### src/rtl/alu_cmd_sequencer.sv
// Command FIFO + accumulator front end for a 32-bit combinational ALU.
// Commands are queued, issued one per cycle, and the ALU result is written back into acc.
module alu_cmd_sequencer #(
  parameter int DEPTH = 4,
  parameter int AW    = 2
) (
  input  logic        clk,
  input  logic        resetn,
  input  logic        cmd_valid,
  output logic        cmd_ready,
  input  logic [3:0]  cmd_op,
  input  logic        cmd_load,
  input  logic [31:0] cmd_data,
  input  logic        hold,
  output logic [31:0] alu_op1,
  output logic [31:0] alu_op2,
  output logic [3:0]  alu_op,
  input  logic [31:0] alu_result,
  input  logic        alu_zero,
  output logic [31:0] acc,
  output logic        acc_zero,
  output logic        res_valid,
  output logic [AW:0] fifo_count
);

  localparam logic [AW:0] FULL   = (AW+1)'(DEPTH);
  localparam logic [3:0]  OP_ADD = 4'b0010;

  typedef struct packed {
    logic        load;
    logic [3:0]  op;
    logic [31:0] data;
  } cmd_t;

  typedef enum logic {
    IDLE = 1'b0,
    EXEC = 1'b1
  } state_t;

  // ---------------------------------------------------------------- FIFO
  cmd_t          mem_q [DEPTH];
  cmd_t          mem_d [DEPTH];
  logic [AW-1:0] wr_ptr_q, wr_ptr_d;
  logic [AW-1:0] rd_ptr_q, rd_ptr_d;
  logic [AW:0]   count_q, count_d;
  logic          push, pop;
  cmd_t          head;

  // ---------------------------------------------------------------- issue / acc
  state_t        state_q, state_d;
  cmd_t          iss_q, iss_d;
  logic [31:0]   acc_q, acc_d;
  logic          acc_zero_q, acc_zero_d;
  logic          res_valid_q, res_valid_d;

  // Ready depends only on the registered count, so a pop in the same cycle
  // never opens a slot for the incoming command.
  always_comb begin
    cmd_ready = (count_q != FULL);
    push      = cmd_valid && cmd_ready;
    pop       = (count_q != '0) && !hold;
    head      = mem_q[rd_ptr_q];
  end

  always_comb begin
    mem_d = mem_q;
    if (push) begin
      mem_d[wr_ptr_q] = '{load: cmd_load, op: cmd_op, data: cmd_data};
    end
  end

  always_comb begin
    wr_ptr_d = wr_ptr_q;
    rd_ptr_d = rd_ptr_q;
    count_d  = count_q;
    if (push) wr_ptr_d = wr_ptr_q + AW'(1);
    if (pop)  rd_ptr_d = rd_ptr_q + AW'(1);
    unique case ({push, pop})
      2'b10:   count_d = count_q + (AW+1)'(1);
      2'b01:   count_d = count_q - (AW+1)'(1);
      default: count_d = count_q;
    endcase
  end

  // Next-state: the command held in the issue regs retires at the end of
  // every EXEC cycle; a new head is taken whenever the pop condition holds.
  always_comb begin
    state_d     = state_q;
    iss_d       = iss_q;
    acc_d       = acc_q;
    acc_zero_d  = acc_zero_q;
    res_valid_d = 1'b0;

    if (state_q == EXEC) begin
      acc_d       = iss_q.load ? iss_q.data : alu_result;
      acc_zero_d  = iss_q.load ? (iss_q.data == 32'd0) : alu_zero;
      res_valid_d = 1'b1;
    end

    if (pop) begin
      iss_d   = head;
      state_d = EXEC;
    end else if (state_q == EXEC) begin
      state_d = IDLE;
    end
  end

  // ALU drive comes only from registers; loads present an ADD whose result is dropped.
  always_comb begin
    alu_op1 = acc_q;
    alu_op2 = 32'd0;
    alu_op  = 4'b0000;
    if (state_q == EXEC) begin
      alu_op2 = iss_q.data;
      alu_op  = iss_q.load ? OP_ADD : iss_q.op;
    end
  end

  always_ff @(posedge clk) begin
    if (!resetn) begin
      wr_ptr_q    <= '0;
      rd_ptr_q    <= '0;
      count_q     <= '0;
      state_q     <= IDLE;
      iss_q       <= '0;
      acc_q       <= 32'd0;
      acc_zero_q  <= 1'b1;
      res_valid_q <= 1'b0;
    end else begin
      wr_ptr_q    <= wr_ptr_d;
      rd_ptr_q    <= rd_ptr_d;
      count_q     <= count_d;
      state_q     <= state_d;
      iss_q       <= iss_d;
      acc_q       <= acc_d;
      acc_zero_q  <= acc_zero_d;
      res_valid_q <= res_valid_d;
    end
  end

  // Storage needs no reset: entries are only read after being written.
  always_ff @(posedge clk) begin
    mem_q <= mem_d;
  end

  assign acc        = acc_q;
  assign acc_zero   = acc_zero_q;
  assign res_valid  = res_valid_q;
  assign fifo_count = count_q;

endmodule

### config.mk
export PLATFORM = sky130hd
export DESIGN_NAME = alu_cmd_sequencer
export DESIGN_NICKNAME = d
export VERILOG_FILES = /design/src/rtl/alu_cmd_sequencer.sv
export SDC_FILE = /design/constraint.sdc
export NUM_CORES = 1
export LEC_CHECK = 0
export CORE_MARGIN = 1.5
export CORE_UTILIZATION = 30
export DETAILED_ROUTE_END_ITERATION = 8
export PLACE_DENSITY = 0.57
export SYNTH_ARGS = -nofsm -noshare
export SYNTH_HDL_FRONTEND = slang
export SYNTH_SLANG_ARGS = --single-unit
### constraint.sdc
create_clock -name clk -period 2.8 [get_ports clk]
set_clock_uncertainty 0.15 [all_clocks]
set_input_delay 0.42 -clock clk [delete_from_list [all_inputs] [get_ports clk]]
set_output_delay 0.42 -clock clk [all_outputs]
set_load 0.05 [all_outputs]
== Word-level counts from Yosys, hierarchy flattened ==
Cells that the tools add are included.
Storage, ports and cells
  output and inout bits: 106
  logic and storage cells: 55
  bits in registers: 227
  bits of input ports: 74
Cells by class
  order comparisons: 3
  add/subtract/negate cells: 4
  multiplexer cells: 14
  bitwise operators: 2
  reduce and logical (&&, ||, !) cells: 7
  equal/unequal tests: 3
Operators by type and width (number)
  $bwmux 148: 1
  $mux 37: 3
  $bmux 37 s2: 1
  $demux 37 s2: 1
  $mux 32: 2
  $logic_not 32->1: 1
  $mux 4: 2
  $ge 3x3->1 const B: 2
  $not 2->3: 2
  $pmux 3 s2: 1
  $add 2x1->2 const B: 2
  $add 3x1->3 const B: 1
  $logic_and 1x1->1: 3
  $lt 3x1->1 const B: 1
  $mux 1: 3
  $ne 3x3->1 const B: 1
  $reduce_bool 3->1: 1
  $sub 3x1->3 const B: 1
  $eq 2x1->1 const B: 1
  $eq 2x2->1 const B: 1
  $reduce_bool 2->1: 1
  $logic_not 1->1: 1

== Logic depth before layout (Yosys ltp) ==
Gate-level depths: netlist of run 1.
  depth after elaboration: 6
  gate-level depth with buffers: 10
  depth with buffers taken out: 9

== Worst setup path after synthesis of run 1 ==
OpenSTA, ideal clock, no wires.
  kind: flip-flop to flip-flop
  start point: register count_q[2], in the netlist fifo_count[2]
  end point: register count_q[2], in the netlist fifo_count[2]
  data required time: 2574 ps
  buffers on the path: 0
  arrival: 2827 ps
  stages on the path, launching flop included: 10
  clock period less this slack: 3053 ps
  setup slack: -253 ps
  setup time: 76 ps
  cells stage by stage: dfxtp_1 -> or3b_1 -> and2_1 -> inv_1 -> ha_1 -> inv_1 -> fa_1 -> xor2_1 -> or3_1 -> a21boi_0
On the way
  longest elaborated chain between the ends: 4
  elaborated cells on any way between the ends: 10
  those cells by class: add/sub (2); eq/ne (3); mux (1); reduce/logical (4)
Ends and longest elaborated chain
  start: declaration: RTL line 45  | logic [AW:0] count_q, count_d;
  start signal: assignment: RTL line 132  | count_q <= count_d;
  $ne 3x3->1 *: RTL line 59  | cmd_ready = (count_q != FULL);
  named net cmd_ready: RTL line 10  | output logic cmd_ready,
  $logic_and 1x1->1 *: RTL line 60  | push = cmd_valid && cmd_ready;
  $eq 2x1->1 / $eq 2x2->1 (equally long branches): RTL line 78  | unique case ({push, pop})
  $pmux 3 s2 / $reduce_bool 2->1 (equally long branches)
Mark *: on every way through the listed nets, which the timed path passes. The rest lies on a longest branch.
A chain may end at the register's enable or synchronous reset.

== Final worst setup path of run 1 ==
  start point: register state_q
  end point: output port alu_op2[5]
On the way
  longest elaborated chain between the ends: 1
Ends and longest elaborated chain
  start: declaration: RTL line 50  | state_t state_q, state_d;
  start signal: assignment: RTL line 133  | state_q <= state_d;
  $mux 32: RTL line 113  | if (state_q == EXEC) begin
  end: declaration: RTL line 16  | output logic [31:0] alu_op2,
No other way between the ends.

==> results.txt, run 1 <==
Clock Path Buffers = 3
CTS Buf Count = 25
vias in the first global route = 5332
worst-margin pin slew = 0.588 ns
violation count after the first detailed-route iteration = 326
CTS Root Cell = clkbuf_16
critical-path maximum fanout = 55
sequential area share after synthesis = 65.3%
hpwl dp = 14100 um
footprint of the multi-input gates = 0.00275 mm^2
DR pass1 iterations = 5
Final Hold Fails = 0
crit share post-route = 94.4%
DR vias/cell = 4.49
boundary pin count = 180
HP Class = in -> reg
Period minus WS final = 2.64 ns
# hold bufs at CTS = 0
run status = complete, no violations
Unique masters post-synth = 35
cell taking the most area after synthesis = edfxtp_1
Post-CTS Setup Repair Bufs = 0
row cnt = 64
Worst-path clk slew = 0.06 ns
register area = 0.00603 mm^2
Routed wire per std cell = 17.6 um
die area = 0.0318 mm^2
gr usage total = 13.1%
placed inst area = 0.0113 mm^2
setup TNS = 0 ns
IO buf count = 179
kind of critical path = reg -> out
CTS H-tree lvls = 1
overall routed net length = 21100 um
initial antenna violation count = 1
top post-synthesis cells by area = edfxtp_1 (48%), dfxtp_1 (17%), mux4_2 (9.0%)
Max Cap Violations = 0
Starting Density = 30.3%
synth-to-layout area growth = 30.3%
Critical Path RT = 2.23 ns
hold slack final = 0.298 ns
CTS Sinks = 227
Filler cells = 2853
Worst setup EP type = primary output
Synth top area share = 48.2%
Synth Cell Area = 0.00923 mm^2
Core Box Area = 0.0304 mm^2
Max Fclk = 0.378 GHz
Synth Area per Inst = 14.5 um^2
first-pass GRT wire length = 31700 um
Power per Cell Area = 908 mW/mm^2
VDD IR max = 0.427 mV
pin count of the biggest net entering global routing = 56
RD Place Congestion = 0.770
fin. max-slew vios = 0
fraction of final layout cells sized beyond drive strength 1 = 15.0%
Die H = 178 um
final setup fails = 0
fin area = 0.0120 mm^2
Chip Width = 178 um
total number of vias = 5387
startpoint types = flop
LEAKAGE = 0.00422 uW
Antenna Nets Post-Route = 0
later-pin clock latency in the skew report = 0.52 ns
post_cts resized = 0
Synth Register Bits = 227
Rel. slew slack = 60.8%
synth warn = 0
Syn Nets = 717
Layout Utilization = 39.5%
CTS tree = built
Final nets = 863
grt ovf = 0
Arrival @ worst endpoint = 2.07 ns
Mapped Cells = 637
Post-route DRC = 0
unrepaired setup endpoints after global routing = no
[worst paths after layout]
check                startpoint       endpoint  slack (ns)  cells after the start
hold / removal           resetn         acc[2]        0.30                      2
setup reg to reg  fifo_count[0]  fifo_count[2]        0.28                      9
setup / recovery        state_q     alu_op2[5]        0.16                      3
hold reg to reg       iss_q[35]      iss_q[35]        0.31                      2
[layer usage]
layer	wire length, um	track usage, %	vias to the layer above
li1	-	-	2595
met1	9940	18.3	2615
met2	9310	20.4	149
met3	1420	3.03	28
met4	425	3.75	0
met5	0	0	-
[cells in the final DEF (no fill, tap or decap), drive strengths merged, types with 3 or more instances in the layout]
master / count
nor4: 5
buf: 35
dfxtp: 79
ha: 5
clkdlybuf4s50: 156
nand2: 109
mux4: 37
and2: 43
clkinv: 12
edfxtp: 148
clkinvlp: 3
o21ai: 4
mux2i: 32
a21boi: 39
and3: 4
clkbuf: 29
inv: 9
o211a: 32
xnor2: 3
[cell families (layout without fill, tap and decap cells)]
group / count (synthesis) / count (layout) / share of synthesized area, %
xor+xnor: 5 / 5 / 0.475
flops: 227 / 227 / 65.3
simple gates: 173 / 173 / 8.88
fa+ha+maj: 6 / 6 / 0.895
buf+inv: 80 / 245 / 4.95
mux: 69 / 69 / 12.5
other cells: 0 / 1 / 0
compound gates: 77 / 77 / 7.00
[Yosys cell counts (all sizes together)]
library cell / instances
a21boi: 39
a21oi: 1
and2: 43
and3: 4
buf: 52
clkbuf: 20
dfxtp: 79
edfxtp: 148
fa: 1
ha: 5
inv: 8
mux2i: 32
mux4: 37
nand2: 109
nand3: 1
nand4: 1
nor2b: 1
nor3: 1
nor3b: 1
nor4: 5
nor4b: 2
o211a: 32
o21a: 1
o21ai: 4
or2: 1
or3: 1
or3b: 1
or4: 2
xnor2: 3
xor2: 2
[report_power, final]
part / switching, uW / internal (uW) / leakage, uW / total, uW
Sequential: 382 / 4100 / 0.00200 / 4480
Combinational: 2020 / 1380 / 0.00184 / 3400
Clock: 1300 / 1740 / 0.000368 / 3030
[worst max-delay path, cell delays in order, from the launching register on]
cell             delay [ns]
dfxtp_2                0.34
buf_12                 0.22
and2_2                 0.18
clkdlybuf4s50_1        0.80
[area by class of cell]
cell class	count	share of cell area [%]
clock buffers	29	5.33
diodes	1	0.0208
well taps	396	4.12
clock inverters	17	1.03
inverters	8	0.250
flip-flops and latches	227	50.2
multi-input cells	330	22.9
repair buffers	191	16.2
[sequential cells by signal, summed over array words and instances, names as in the netlist]
signal	count
iss_q	37
mem_q	148
fifo_count	3
res_valid	1
rd_ptr_q	2
acc_zero	1
state_q	1
acc	32
wr_ptr_q	2
[through the flow]
stage	power, uW	cells	setup slack [ns]
CTS	11100	1198	0.114
floorplan	6950	637	0.0463
global placement	8000	1152	0.162
detailed placement	8020	1152	0.123
finish	10900	1199	0.156
global route	11500	1198	0.0734
No activity file was read; power rests on OpenSTA's default activity.
==> run 2: changes to the inputs <==
--- a/config.mk
+++ b/config.mk
@@ -5,7 +5,7 @@
 export SDC_FILE = /design/constraint.sdc
 export NUM_CORES = 1
 export LEC_CHECK = 0
-export CORE_MARGIN = 1.5
+export CORE_MARGIN = 2
 export CORE_UTILIZATION = 30
 export DETAILED_ROUTE_END_ITERATION = 8
 export PLACE_DENSITY = 0.57
==> run 2 against run 1 <==
Compared with the run above:
- clock-buffer cell count rose by 1
- non-clock buffer count rose by 4
- utilization is 0.28 points higher
- combinational power is 1% lower
- register-to-register slack worse by 0.05 ns
- critical endpoint is now cmd_ready
- largest cell class unchanged
- largest power group unchanged
==> results.txt, run 2 (synthesized netlist as in run 1, its figures left out) <==
Post-CTS Setup Repair Bufs = 0 (unchanged)
unrepaired setup endpoints after global routing = no (unchanged)
DR pass1 iterations = 4 (was 5)
hpwl dp = 14300 um (was 14100 um)
worst-margin pin slew = 0.571 ns (was 0.588 ns)
fin. max-slew vios = 0 (unchanged)
Clock Power Share = 30.5% (was 27.8%)
Routed wire per std cell = 17.6 um (about the same)
pin count of the biggest net entering global routing = 46 (was 56)
Layout Utilization = 39.8% (was 39.5%)
Power per Cell Area = 936 mW/mm^2 (was 908 mW/mm^2)
CTS Sinks = 227 (unchanged)
sw frac = 32.6% (was 33.9%)
total number of vias = 5386 (was 5387)
most frequent cells in the layout = edfxtp_1 (148), clkdlybuf4s50_1 (142), nand2_1 (109), dfxtp_1 (75), buf_4 (44) (was clkdlybuf4s50_1 (156), edfxtp_1 (148), nand2_1 (109), dfxtp_1 (75), and2_1 (42))
RD Place Congestion = 0.747 (was 0.770)
synth-to-layout area growth = 31.2% (was 30.3%)
HP Class = in -> reg (unchanged)
grt ovf = 0 (unchanged)
Worst-path clk slew = 0.06 ns (about the same)
Critical Path RT = 2.23 ns (about the same)
Max Fclk = 0.387 GHz (was 0.378 GHz)
CTS tree = built (unchanged)
P_sw = 3690 uW (about the same)
Final Hold Fails = 0 (unchanged)
Worst setup EP type = primary output (unchanged)
overall routed net length = 21100 um (about the same)
run status = complete, no violations (unchanged)
setup TNS = 0 ns (unchanged)
later-pin clock latency in the skew report = 0.51 ns (was 0.52 ns)
Final nets = 867 (was 863)
Period minus WS final = 2.58 ns (was 2.64 ns)
vias in the first global route = 5455 (was 5332)
gr usage total = 13.0% (was 13.1%)
boundary pin count = 180 (unchanged)
kind of critical path = reg -> out (unchanged)
initial antenna violation count = 4 (was 1)
first-pass GRT wire length = 32100 um (was 31700 um)
DR vias/cell = 4.48 (was 4.49)
Combinational Power Share = 29.6% (was 31.1%)
row cnt = 64 (unchanged)
Post-route DRC = 0 (unchanged)
Clock Path Buffers = 3 (unchanged)
# hold bufs at CTS = 0 (unchanged)
Chip Width = 179 um (was 178 um)
LEAKAGE = 0.00431 uW (was 0.00422 uW)
CTS Buf Count = 25 (unchanged)
CTS Root Cell = clkbuf_16 (unchanged)
critical-path maximum fanout = 6 (was 55)
final setup fails = 0 (unchanged)
hold slack final = 0.118 ns (was 0.298 ns)
fin area = 0.0121 mm^2 (was 0.0120 mm^2)
startpoint types = flop (unchanged)
Core Box Area = 0.0304 mm^2 (unchanged)
Max Cap Violations = 0 (unchanged)
Antenna Nets Post-Route = 0 (unchanged)
Rel. slew slack = 61.9% (was 60.8%)
Die H = 179 um (was 178 um)
Arrival @ worst endpoint = 2.01 ns (was 2.07 ns)
crit share post-route = 92.2% (was 94.4%)
VDD IR max = 0.332 mV (was 0.427 mV)
placed inst area = 0.0112 mm^2 (was 0.0113 mm^2)
violation count after the first detailed-route iteration = 276 (was 326)
CTS H-tree lvls = 1 (unchanged)
Hold Path Stages = 4 (was 2)
post_cts resized = 0 (unchanged)
P_int = 7640 uW (was 7220 uW)
Starting Density = 30.3% (unchanged)
fraction of final layout cells sized beyond drive strength 1 = 17.1% (was 15.0%)
Seq pwr share = 39.9% (was 41.1%)
IO buf count = 179 (unchanged)
die area = 0.0322 mm^2 (was 0.0318 mm^2)
commonest non-fill, non-tap cell in the layout = edfxtp_1 (was clkdlybuf4s50_1)
Worst R2R Path Depth = 9 (unchanged)
Largest register FFs = 148 (unchanged)
Most flops, register = mem_q (unchanged)
==> run 2: cell count changes in the layout (fill, tap and decap cells not counted), sizes merged <==
| cell | change |
|---|---|
| clkbuf | +1 |
| bufinv | +4 |
| clkdlybuf4s50 | -14 |
| clkinv | -7 |
| diode | +1 |
| clkinvlp | +2 |
| inv | -1 |
| buf | +18 |
==> run 2: routing by layer <==
metal / global-route usage [%] / vias to the layer above / wire, um
met5: 0 / - / 23
met2: 20.9 / 149 / 9520
met4: 2.32 / 4 / 289
met1: 17.8 / 2592 / 9650
li1: - / 2613 / -
met3: 3.40 / 28 / 1630
==> run 2: final timing paths <==
kind	end	start	slack (ns)
worst max register to register	fifo_count[2]	fifo_count[0]	0.23
worst max-delay path	cmd_ready	fifo_count[0]	0.22
worst min register to register	iss_q[35]	iss_q[35]	0.31
worst min-delay path	acc_zero	resetn	0.12
==> run 2: power by group through the flow <==
stage	combinational, uW	sequential (uW)	clock, uW
2_1_floorplan	2140	4810	0
3_3_place_gp	3410	4590	0
3_5_place_dp	3420	4610	0
4_1_cts	3420	4540	3560
5_1_grt	3630	4610	3690
6_report	3350	4520	3450
==> run 2: critical path, stage by stage, from the launching register on <==
cell	delay [ns]
dfxtp_1	0.35
or3b_4	0.44
clkdlybuf4s50_1	0.71
==> run 2: metrics by stage <==
step | power [uW] | instances | worst slack (ns)
floorplan | 6950 | 637 | 0.0463
global placement | 8000 | 1156 | 0.166
detailed placement | 8030 | 1156 | 0.0962
CTS | 11500 | 1201 | 0.192
global route | 11900 | 1201 | 0.0550
finish | 11300 | 1203 | 0.219
==> run 2: final cells by class <==
type,instances,area (um^2)
fillers,2878,18300
flip-flops and latches,227,6030
multi-input cells,330,2750
repair buffers,195,1920
clock buffers,30,664
well taps,396,495
clock inverters,15,216
inverters,8,30.0
diodes,2,5.00
